[src/rtl/fp_wb_pkg.sv]
// Shared types and constants for the FP register-file write-back controller.
package fp_wb_pkg;

   localparam int unsigned NUM_REGS_DEF = 32;
   localparam int unsigned DATA_W_DEF   = 32;
   localparam int unsigned IDX_W_DEF    = 5;

   // Exception flag vector layout: {NV,DZ,OF,UF,NX}
   localparam int unsigned FLAG_W  = 5;
   localparam int unsigned FLAG_NX = 0;
   localparam int unsigned FLAG_UF = 1;
   localparam int unsigned FLAG_OF = 2;
   localparam int unsigned FLAG_DZ = 3;
   localparam int unsigned FLAG_NV = 4;

   typedef enum logic [1:0] {
      FP_NONE  = 2'd0,
      FP_ARITH = 2'd1,
      FP_LOAD  = 2'd2,
      FP_STORE = 2'd3
   } fp_op_t;

   typedef enum logic [1:0] {
      WB_IDLE = 2'd0,
      WB_FPU  = 2'd1,
      WB_LOAD = 2'd2,
      WB_HOLD = 2'd3
   } wb_state_t;

endpackage

[src/rtl/f_scoreboard.sv]
// Pending-write scoreboard for the FP register file with a three-index hazard query.
module f_scoreboard #(
   parameter int unsigned NUM_REGS = 32,
   parameter int unsigned IDX_W    = 5
) (
   input  logic             CLK,
   input  logic             nRST,
   input  logic             i_set_en,
   input  logic [IDX_W-1:0] i_set_idx,
   input  logic             i_clr_en,
   input  logic [IDX_W-1:0] i_clr_idx,
   input  logic [IDX_W-1:0] i_q_rs1,
   input  logic [IDX_W-1:0] i_q_rs2,
   input  logic [IDX_W-1:0] i_q_rd,
   output logic [2:0]       o_hazard_c   // {rd, rs2, rs1}
);

   logic [NUM_REGS-1:0] r_pending;
   logic [NUM_REGS-1:0] w_set_vec;
   logic [NUM_REGS-1:0] w_clr_vec;

   // One-hot decode of the set and clear indices
   always_comb begin
      w_set_vec = '0;
      w_clr_vec = '0;
      for (int unsigned i = 0; i < NUM_REGS; i++) begin
         w_set_vec[i] = i_set_en && (i_set_idx == IDX_W'(i));
         w_clr_vec[i] = i_clr_en && (i_clr_idx == IDX_W'(i));
      end
   end

   // Clear the written index, then mark the newly issued destination
   always_ff @(posedge CLK or negedge nRST) begin
      if (!nRST) begin
         r_pending <= '0;
      end else begin
         r_pending <= (r_pending & ~w_clr_vec) | w_set_vec;
      end
   end

   assign o_hazard_c = {r_pending[i_q_rd], r_pending[i_q_rs2], r_pending[i_q_rs1]};

endmodule

[src/rtl/f_writeback_ctrl.sv]
// FP register-file write-port controller: issue gating, completion slots,
// write-port arbitration (FPU before load) and sticky exception flags.
module f_writeback_ctrl
   import fp_wb_pkg::*;
#(
   parameter int unsigned NUM_REGS = NUM_REGS_DEF,
   parameter int unsigned DATA_W   = DATA_W_DEF,
   parameter int unsigned IDX_W    = IDX_W_DEF
) (
   input  logic              CLK,
   input  logic              nRST,
   input  logic              issue_valid,
   output logic              issue_ready,
   input  fp_op_t            issue_op,
   input  logic [IDX_W-1:0]  issue_rd,
   input  logic [IDX_W-1:0]  issue_rs1,
   input  logic [IDX_W-1:0]  issue_rs2,
   input  logic              fpu_ready,
   input  logic [DATA_W-1:0] fpu_result,
   input  logic [FLAG_W-1:0] fpu_flags,
   input  logic              dload_valid,
   input  logic [DATA_W-1:0] dload_data,
   output logic              f_wen,
   output logic [IDX_W-1:0]  f_rd,
   output logic [DATA_W-1:0] f_w_data,
   output logic [FLAG_W-1:0] fflags,
   input  logic              fflags_clr,
   output logic              busy
);

   // Completion slots
   logic              r_ar_valid;
   logic [IDX_W-1:0]  r_ar_rd;
   logic              r_ld_valid;
   logic [IDX_W-1:0]  r_ld_rd;

   // Load hold register for simultaneous completions
   logic              r_hold_valid;
   logic [IDX_W-1:0]  r_hold_rd;
   logic [DATA_W-1:0] r_hold_data;

   // Write-port state and registered outputs
   wb_state_t         r_state;
   wb_state_t         w_state_nxt;
   logic              r_f_wen;
   logic [IDX_W-1:0]  r_f_rd;
   logic [DATA_W-1:0] r_f_w_data;
   logic              w_wen_nxt;
   logic [IDX_W-1:0]  w_rd_nxt;
   logic [DATA_W-1:0] w_data_nxt;
   logic              w_drain;

   logic [FLAG_W-1:0] r_fflags;

   logic [2:0]        w_hazard;
   logic              w_ready;
   logic              w_accept;
   logic              w_acc_arith;
   logic              w_acc_load;
   logic              w_fpu_done;
   logic              w_ld_done;

   assign w_fpu_done  = fpu_ready   && r_ar_valid;
   assign w_ld_done   = dload_valid && r_ld_valid;
   assign w_accept    = issue_valid && w_ready;
   assign w_acc_arith = w_accept && (issue_op == FP_ARITH);
   assign w_acc_load  = w_accept && (issue_op == FP_LOAD);

   f_scoreboard #(
      .NUM_REGS (NUM_REGS),
      .IDX_W    (IDX_W)
   ) u_scoreboard (
      .CLK        (CLK),
      .nRST       (nRST),
      .i_set_en   (w_acc_arith || w_acc_load),
      .i_set_idx  (issue_rd),
      .i_clr_en   (r_f_wen),
      .i_clr_idx  (r_f_rd),
      .i_q_rs1    (issue_rs1),
      .i_q_rs2    (issue_rs2),
      .i_q_rd     (issue_rd),
      .o_hazard_c (w_hazard)
   );

   // Issue acceptance: blocked while a held load still owes a write
   always_comb begin
      w_ready = 1'b0;
      if (!r_hold_valid) begin
         case (issue_op)
            FP_ARITH: w_ready = !r_ar_valid && !(|w_hazard);
            FP_LOAD:  w_ready = !r_ld_valid && !w_hazard[2];
            FP_STORE: w_ready = !w_hazard[1];
            default:  w_ready = 1'b1;
         endcase
      end
   end

   // Completion slot occupancy
   always_ff @(posedge CLK or negedge nRST) begin
      if (!nRST) begin
         r_ar_valid <= 1'b0;
         r_ar_rd    <= '0;
         r_ld_valid <= 1'b0;
         r_ld_rd    <= '0;
      end else begin
         if (w_acc_arith) begin
            r_ar_valid <= 1'b1;
            r_ar_rd    <= issue_rd;
         end else if (w_fpu_done) begin
            r_ar_valid <= 1'b0;
         end
         if (w_acc_load) begin
            r_ld_valid <= 1'b1;
            r_ld_rd    <= issue_rd;
         end else if (w_ld_done) begin
            r_ld_valid <= 1'b0;
         end
      end
   end

   // Park the load when it collides with an FPU completion
   always_ff @(posedge CLK or negedge nRST) begin
      if (!nRST) begin
         r_hold_valid <= 1'b0;
         r_hold_rd    <= '0;
         r_hold_data  <= '0;
      end else if (w_fpu_done && w_ld_done) begin
         r_hold_valid <= 1'b1;
         r_hold_rd    <= r_ld_rd;
         r_hold_data  <= dload_data;
      end else if (w_drain) begin
         r_hold_valid <= 1'b0;
      end
   end

   // Write-port next state and next write values
   always_comb begin
      w_state_nxt = WB_IDLE;
      w_wen_nxt   = 1'b0;
      w_rd_nxt    = r_f_rd;
      w_data_nxt  = r_f_w_data;
      w_drain     = 1'b0;
      if ((r_state == WB_FPU) && r_hold_valid) begin
         w_state_nxt = WB_HOLD;
         w_wen_nxt   = 1'b1;
         w_rd_nxt    = r_hold_rd;
         w_data_nxt  = r_hold_data;
         w_drain     = 1'b1;
      end else if (w_fpu_done) begin
         w_state_nxt = WB_FPU;
         w_wen_nxt   = 1'b1;
         w_rd_nxt    = r_ar_rd;
         w_data_nxt  = fpu_result;
      end else if (w_ld_done) begin
         w_state_nxt = WB_LOAD;
         w_wen_nxt   = 1'b1;
         w_rd_nxt    = r_ld_rd;
         w_data_nxt  = dload_data;
      end
   end

   // Write-port state register and registered write outputs
   always_ff @(posedge CLK or negedge nRST) begin
      if (!nRST) begin
         r_state    <= WB_IDLE;
         r_f_wen    <= 1'b0;
         r_f_rd     <= '0;
         r_f_w_data <= '0;
      end else begin
         r_state    <= w_state_nxt;
         r_f_wen    <= w_wen_nxt;
         r_f_rd     <= w_rd_nxt;
         r_f_w_data <= w_data_nxt;
      end
   end

   // Sticky flags; new flags win over a same-cycle clear
   always_ff @(posedge CLK or negedge nRST) begin
      if (!nRST) begin
         r_fflags <= '0;
      end else begin
         r_fflags <= (fflags_clr ? '0 : r_fflags) | (w_fpu_done ? fpu_flags : '0);
      end
   end

   assign issue_ready = w_ready;
   assign f_wen       = r_f_wen;
   assign f_rd        = r_f_rd;
   assign f_w_data    = r_f_w_data;
   assign fflags      = r_fflags;
   assign busy        = r_ar_valid || r_ld_valid || r_hold_valid || r_f_wen;

endmodule

[config.mk]
export PLATFORM = sky130hd
export DESIGN_NAME = f_writeback_ctrl
export DESIGN_NICKNAME = d
export VERILOG_FILES = /design/src/rtl/fp_wb_pkg.sv /design/src/rtl/f_scoreboard.sv /design/src/rtl/f_writeback_ctrl.sv
export SDC_FILE = /design/constraint.sdc
export NUM_CORES = 1
export LEC_CHECK = 0
export CORE_MARGIN = 2
export CORE_UTILIZATION = 39
export DETAILED_ROUTE_END_ITERATION = 8
export SYNTH_ARGS = -nofsm -noshare
export SYNTH_HDL_FRONTEND = slang
export SYNTH_HIERARCHICAL = 1
export SYNTH_SLANG_ARGS = --single-unit
[constraint.sdc]
create_clock -name CLK -period 3.8 [get_ports CLK]
set_clock_uncertainty 0.05 [all_clocks]
set_input_delay 0.76 -clock CLK [delete_from_list [all_inputs] [get_ports CLK]]
set_output_delay 0.76 -clock CLK [all_outputs]
set_load 0.1 [all_outputs]
==> results of run 1 <==
-- layout make-up --
cell class,instances,area [um^2],share of cell area
Inverter,8,30.0,0.00335
Clock buffer,20,447,0.0498
Tap cell,220,275,0.0307
Timing Repair Buffer,178,1810,0.202
Sequential cell,127,3180,0.354
Multi-Input combinational cell,480,3070,0.342
Clock inverter,12,160,0.0178
-- synthesized netlist by cell type --
cell type	n	area share
nand4_1	2	0.0019
o21ai_0	111	0.086
nand4b_1	5	0.0068
nor4_1	1	0.00097
a21oi_1	9	0.0070
or2_2	2	0.0019
and2_1	4	0.0039
nor2b_1	10	0.0097
buf_6	6	0.010
nand3_1	15	0.012
buf_4	1	0.0012
nand3b_1	1	0.0012
a22o_1	1	0.0014
nor3_1	37	0.029
or4_1	1	0.0012
dfrtp_1	127	0.49
inv_1	8	0.0046
nor3b_1	1	0.0012
mux2_2	47	0.082
nor2_1	43	0.025
buf_2	5	0.0039
nand2b_1	7	0.0068
nand3_2	1	0.0015
and3b_1	1	0.0014
nand2_1	74	0.043
clkbuf_1	21	0.012
a22oi_1	12	0.014
a311o_1	3	0.0046
mux2i_1	48	0.074
o31ai_1	37	0.043
a211oi_1	4	0.0046
buf_12	3	0.0093
and2b_1	3	0.0035
-- critical path, cell delays in order --
cell and delay [ns]:
dlygate4sd2_1 0.30, and2b_2 0.29, a22oi_1 0.10, nand4b_1 0.12
a21oi_1 0.06, a311o_1 0.40, nor4_4 0.29, nor3b_2 0.11
a211oi_4 0.27, buf_12 0.21
-- state kept, by name (all words and copies together) (netlist names) --
register and flops:
f_rd 5, r_ld_valid 1, r_hold_rd 5, r_ar_rd 5, r_ar_valid 1, r_ld_rd 5, r_hold_valid 1, u_scoreboard/r_pending 32
f_w_data 32, r_hold_data 32, fflags 5, f_wen 1, r_state 2
-- what timing repair did --
item / in CTS / in global routing
cloned: 2 / 0
gates resized for setup: 16 / 17
endpoints found under the setup margin: 1 / 20
pin swaps: 3 / 5
setup buffers: 11 / 1
-- where the power goes --
group / internal, uW / switching [uW]
combinational: 783 / 2110
sequential: 1710 / 357
clock: 1050 / 603
-- cells by family after synthesis --
| logic type | Yosys count | share of synthesized area |
|---|---|---|
| flip-flops | 127 | 0.492 |
| AND/OR/NAND/NOR | 208 | 0.150 |
| multiplexers | 95 | 0.156 |
| AO/OA/AOI/OAI | 177 | 0.160 |
| buffers and inverters | 44 | 0.0416 |
-- metal layers --
layer | part of all wire | track usage
met5 | 0 | 0
met3 | 0.068 | 0.0521
met4 | 0.032 | 0.0968
met1 | 0.42 | 0.297
met2 | 0.48 | 0.375
-- per-stage QoR --
step                      hold slack [ns]  power [uW]  setup WS [ns]  setup TNS [ns]  utilization
after global placement              0.403        4900         -0.150          -0.150        0.498
after CTS                           0.423        6640         0.0333               0        0.545
after detailed placement            0.413        4930         -0.221          -0.221        0.498
after floorplan                     0.393        4040        0.00924               0            -
after global routing                0.442        6870      -0.000521       -0.000521        0.547
final                               0.396        6620         0.0808               0        0.547
-- worst paths after layout --
kind | start | end
setup / recovery | issue_rd[2] | issue_ready
hold / removal | nRST | r_hold_data[25]
hold reg to reg | r_hold_rd[4] | f_rd[4]
setup reg to reg | u_scoreboard/r_pending[23] | u_scoreboard/r_pending[24]
min in group CLK | r_hold_rd[4] | f_rd[4]
max in group asynchronous | nRST | f_w_data[3]
==> impl_metrics.toml, run 1 <==
[hold_path]
min_path_type = "in -> async"

[placed_design]
gp_congestion = 0.907
placedCellCount = 999
hpwl_um = 13500
placed_area_mm2 = 0.00816
port_buffers = 136

[die]
die_h_um = 133
rows = 47
pin_count = 137
die_w_um = 133
core_area_mm2 = 0.0164
start_util = 0.394
die-area_mm2 = 0.0176

[route]
dr.pass1.iters = 5
detail-route-antenna-nets = 0
drt-vias-per-instance = 5.59
drt_wl_total_um = 20000
drt_iter0_markers = 527
wire_per_inst_um = 19.1
drc_errors = 0
vias = 5845

[pwr]
leakage_uw = 0.00384
power-per-cell-area_mw_per_mm2 = 738
ir_drop_v = 0.000703

[critical_path]
startpoint_type = "input port"
path_class = "in -> out"
crit_arrival_ns = 2.91
regToRegSetupSlack_ns = 0.57
crit_path_end_kind = "output port"
critPathRequiredTime_ns = 2.99
worstPathMaxFanout = 5
worst-r2r-cell-count = 18

[finish]
diodes = 0
fillers = 1450
layout-drive-gt1-share = 0.170
fin_nets = 904
syn_to_final_growth_pct = 38.8
final_common_cell = "dfrtp_1"
postLayoutCellArea_mm2 = 0.00897
finalNonFillerCells = 1045
mostFrequentLayoutCells = "dfrtp_1, clkdlybuf4s50_1, o21ai_0, nand2_1, mux2i_1"

[clock_network]
clock_latency_ns = 0.41
cts_made_buffers = 17
cts_root_buf = "clkbuf_16"
postCtsHoldBufs = 0
cts_max_path_buffers = 2
cts_max_level = 4
clk_pin_slew_worst_paths_ns = 0.05
cts_sinks = 127
tritoncts = "yes"

[sta]
setup_viol = 0
hold_violations = 0
finalCritPeriodShare = 0.979
slew_headroom = 0.336
fmaxAchievable_mhz = 269
min_period_ns = 3.72
final_max_slew_viol_count = 0
tightest_slew_ns = 0.993

[logic_synthesis]
ys_seq_area_frac = 0.492
synth_seq_cells = 127
netlist_area_mm2 = 0.00646
yosys_warnings = 6
yosysUniqueCellTypes = 33
synth_nets = 743
synth_area_per_cell_um2 = 9.93
synthCells = 651

[global_routing]
antenna_found_initial = 0
overflow = 0
grt_pass1_vias = 5991
grtUsageTotal = 0.231
grt_pass1_wl_um = 31900
grt_max_degree = 61

[status]
outcome = "complete, no violations"

[run]
max_cap_viol_count = 0
Note: power is estimated with default switching activity, not from simulation.
==> run 2, diff against run 1 <==
--- a/config.mk
+++ b/config.mk
@@ -5,9 +5,12 @@
 export SDC_FILE = /design/constraint.sdc
 export NUM_CORES = 1
 export LEC_CHECK = 0
+export CAP_MARGIN = 20
 export CORE_MARGIN = 2
 export CORE_UTILIZATION = 39
 export DETAILED_ROUTE_END_ITERATION = 8
+export GPL_TIMING_DRIVEN = 0
+export PLACE_DENSITY = 0.68
 export SYNTH_ARGS = -nofsm -noshare
 export SYNTH_HDL_FRONTEND = slang
 export SYNTH_HIERARCHICAL = 1
==> run 2 against run 1 <==
Die area unchanged. Critical path type unchanged. First-iteration DRC count down 30%. Worst hold slack worse by 0.11 ns. Largest power group unchanged. Sequential share of layout area up 0.66 points. Cell area down 1.8%. Fmax up 0.90%. Sequential cell count unchanged. Non-clock buffer count down 3. Total power down 0.74%. Routed wire length down 7.0%. Clock power about the same.
==> impl_metrics.toml, run 2 (same netlist as run 1, synthesis figures left out) <==
[status]
outcome = "complete, no violations"

[sta]
setup_viol = 0
fmaxAchievable_mhz = 271
hold_violations = 0
finalCritPeriodShare = 0.970
tightest_slew_ns = 1.02
min_period_ns = 3.69
slew_headroom = 0.317
grt_setup_unrepaired = "false"
whs_ns = 0.284
final_max_slew_viol_count = 0
fin_setup_tns_ns = 0

[placed_design]
hpwl_um = 13200
port_buffers = 134
gp_congestion = 0.876

[die]
start_util = 0.394
die_w_um = 133
pin_count = 137
rows = 47
die-area_mm2 = 0.0176
die_h_um = 133
core_area_mm2 = 0.0164

[global_routing]
grt_pass1_wl_um = 30100
overflow = 0
antenna_found_initial = 0
grt_pass1_vias = 5733
grtUsageTotal = 0.216
grt_max_degree = 67

[clock_network]
tritoncts = "yes"
clock_latency_ns = 0.41
cts_sinks = 127
clk_pin_slew_worst_paths_ns = 0.06
cts_root_buf = "clkbuf_16"
cts_max_level = 4
cts_made_buffers = 17
cts_max_path_buffers = 2

[finish]
fin_nets = 901
mostFrequentLayoutCells = "dfrtp_1, clkdlybuf4s50_1, o21ai_0, nand2_1, mux2i_1"
diodes = 0
final_common_cell = "dfrtp_1"
fin_util = 0.537
layout-drive-gt1-share = 0.141
syn_to_final_growth_pct = 36.3

[pwr]
leakage_uw = 0.00370
power-per-cell-area_mw_per_mm2 = 746
ir_drop_v = 0.000643

[critical_path]
crit_arrival_ns = 2.88
regToRegSetupSlack_ns = 0.78
critPathRequiredTime_ns = 2.99
worstPathMaxFanout = 4
rr_startpoint = "u_scoreboard/r_pending[19]"
crit_path_end_kind = "output port"
reg2reg_to = "u_scoreboard/r_pending[24]"
startpoint_type = "input port"
worst-r2r-cell-count = 11
path_class = "in -> out"

[route]
wire_per_inst_um = 17.9
detail-route-antenna-nets = 0
drt_iter0_markers = 369
drc_errors = 0
dr.pass1.iters = 6
drt-vias-per-instance = 5.41
vias = 5630
drt_wl_total_um = 18600

[run]
max_cap_viol_count = 0

[hold_path]
min_path_type = "in -> async"
[run 2: power breakdown]
group	internal [uW]	switching [uW]	total, uW
clock network	1100	579	1680
registers	1710	330	2040
logic	760	2090	2850
[run 2: final cells by class]
type,instances,area (um^2)
Inverter,8,30.0
Timing Repair Buffer,139,1400
Multi-Input combinational cell,480,3070
Clock inverter,12,169
Fill cell,1497,7600
Tap cell,220,275
Buffer,36,243
Sequential cell,127,3180
Clock buffer,18,439
[run 2: worst max-delay path by stage]
stage | start | endpoint | slack (ns) | cells after the start
global route | issue_rs2[4] | issue_ready | 0.007 | 10
finish | issue_rs1[4] | issue_ready | 0.11 | 10
CTS | issue_rd[0] | issue_ready | 0.02 | 10
detailed placement | issue_rd[1] | issue_ready | -1.41 | 12
floorplan | issue_rs2[1] | issue_ready | 0.009 | 10
global placement | nRST | f_w_data[29] | -3.14 | 1
[run 2: layer usage]
| metal | GRT usage | part of all wire | routed length [um] |
|---|---|---|---|
| met1 | 0.279 | 0.44 | 8160 |
| met2 | 0.351 | 0.48 | 8880 |
| met3 | 0.0609 | 0.069 | 1280 |
| met4 | 0.0717 | 0.013 | 250 |
| met5 | 0 | 0 | 0 |
[run 2: metrics by stage]
step           power, uW  setup WS (ns)  cell area [um^2]  instances
3_5_place_dp        4880          -1.41              8120       1006
2_1_floorplan       4040        0.00924              6480        651
5_1_grt             6840        0.00678              8810       1040
4_1_cts             6590         0.0180              8770       1037
3_3_place_gp        4850          -3.14              8090       1005
6_report            6570          0.114              8810       1040
[run 2: timing repair]
item,in CTS,in global routing
setup buffers,1,3
gates resized for setup,27,12
endpoints found under the setup margin,17,17
pin swaps,3,4
hold buffers,0,0
[run 2: critical path: stages]
cell             delay, ns
clkdlybuf4s50_1       0.53
nand2b_1              0.13
a21oi_1               0.05
nand3_1               0.12
nand2_1               0.07
a311o_1               0.38
nor4_4                0.31
nor3b_2               0.09
a211oi_4              0.21
buf_12                0.21
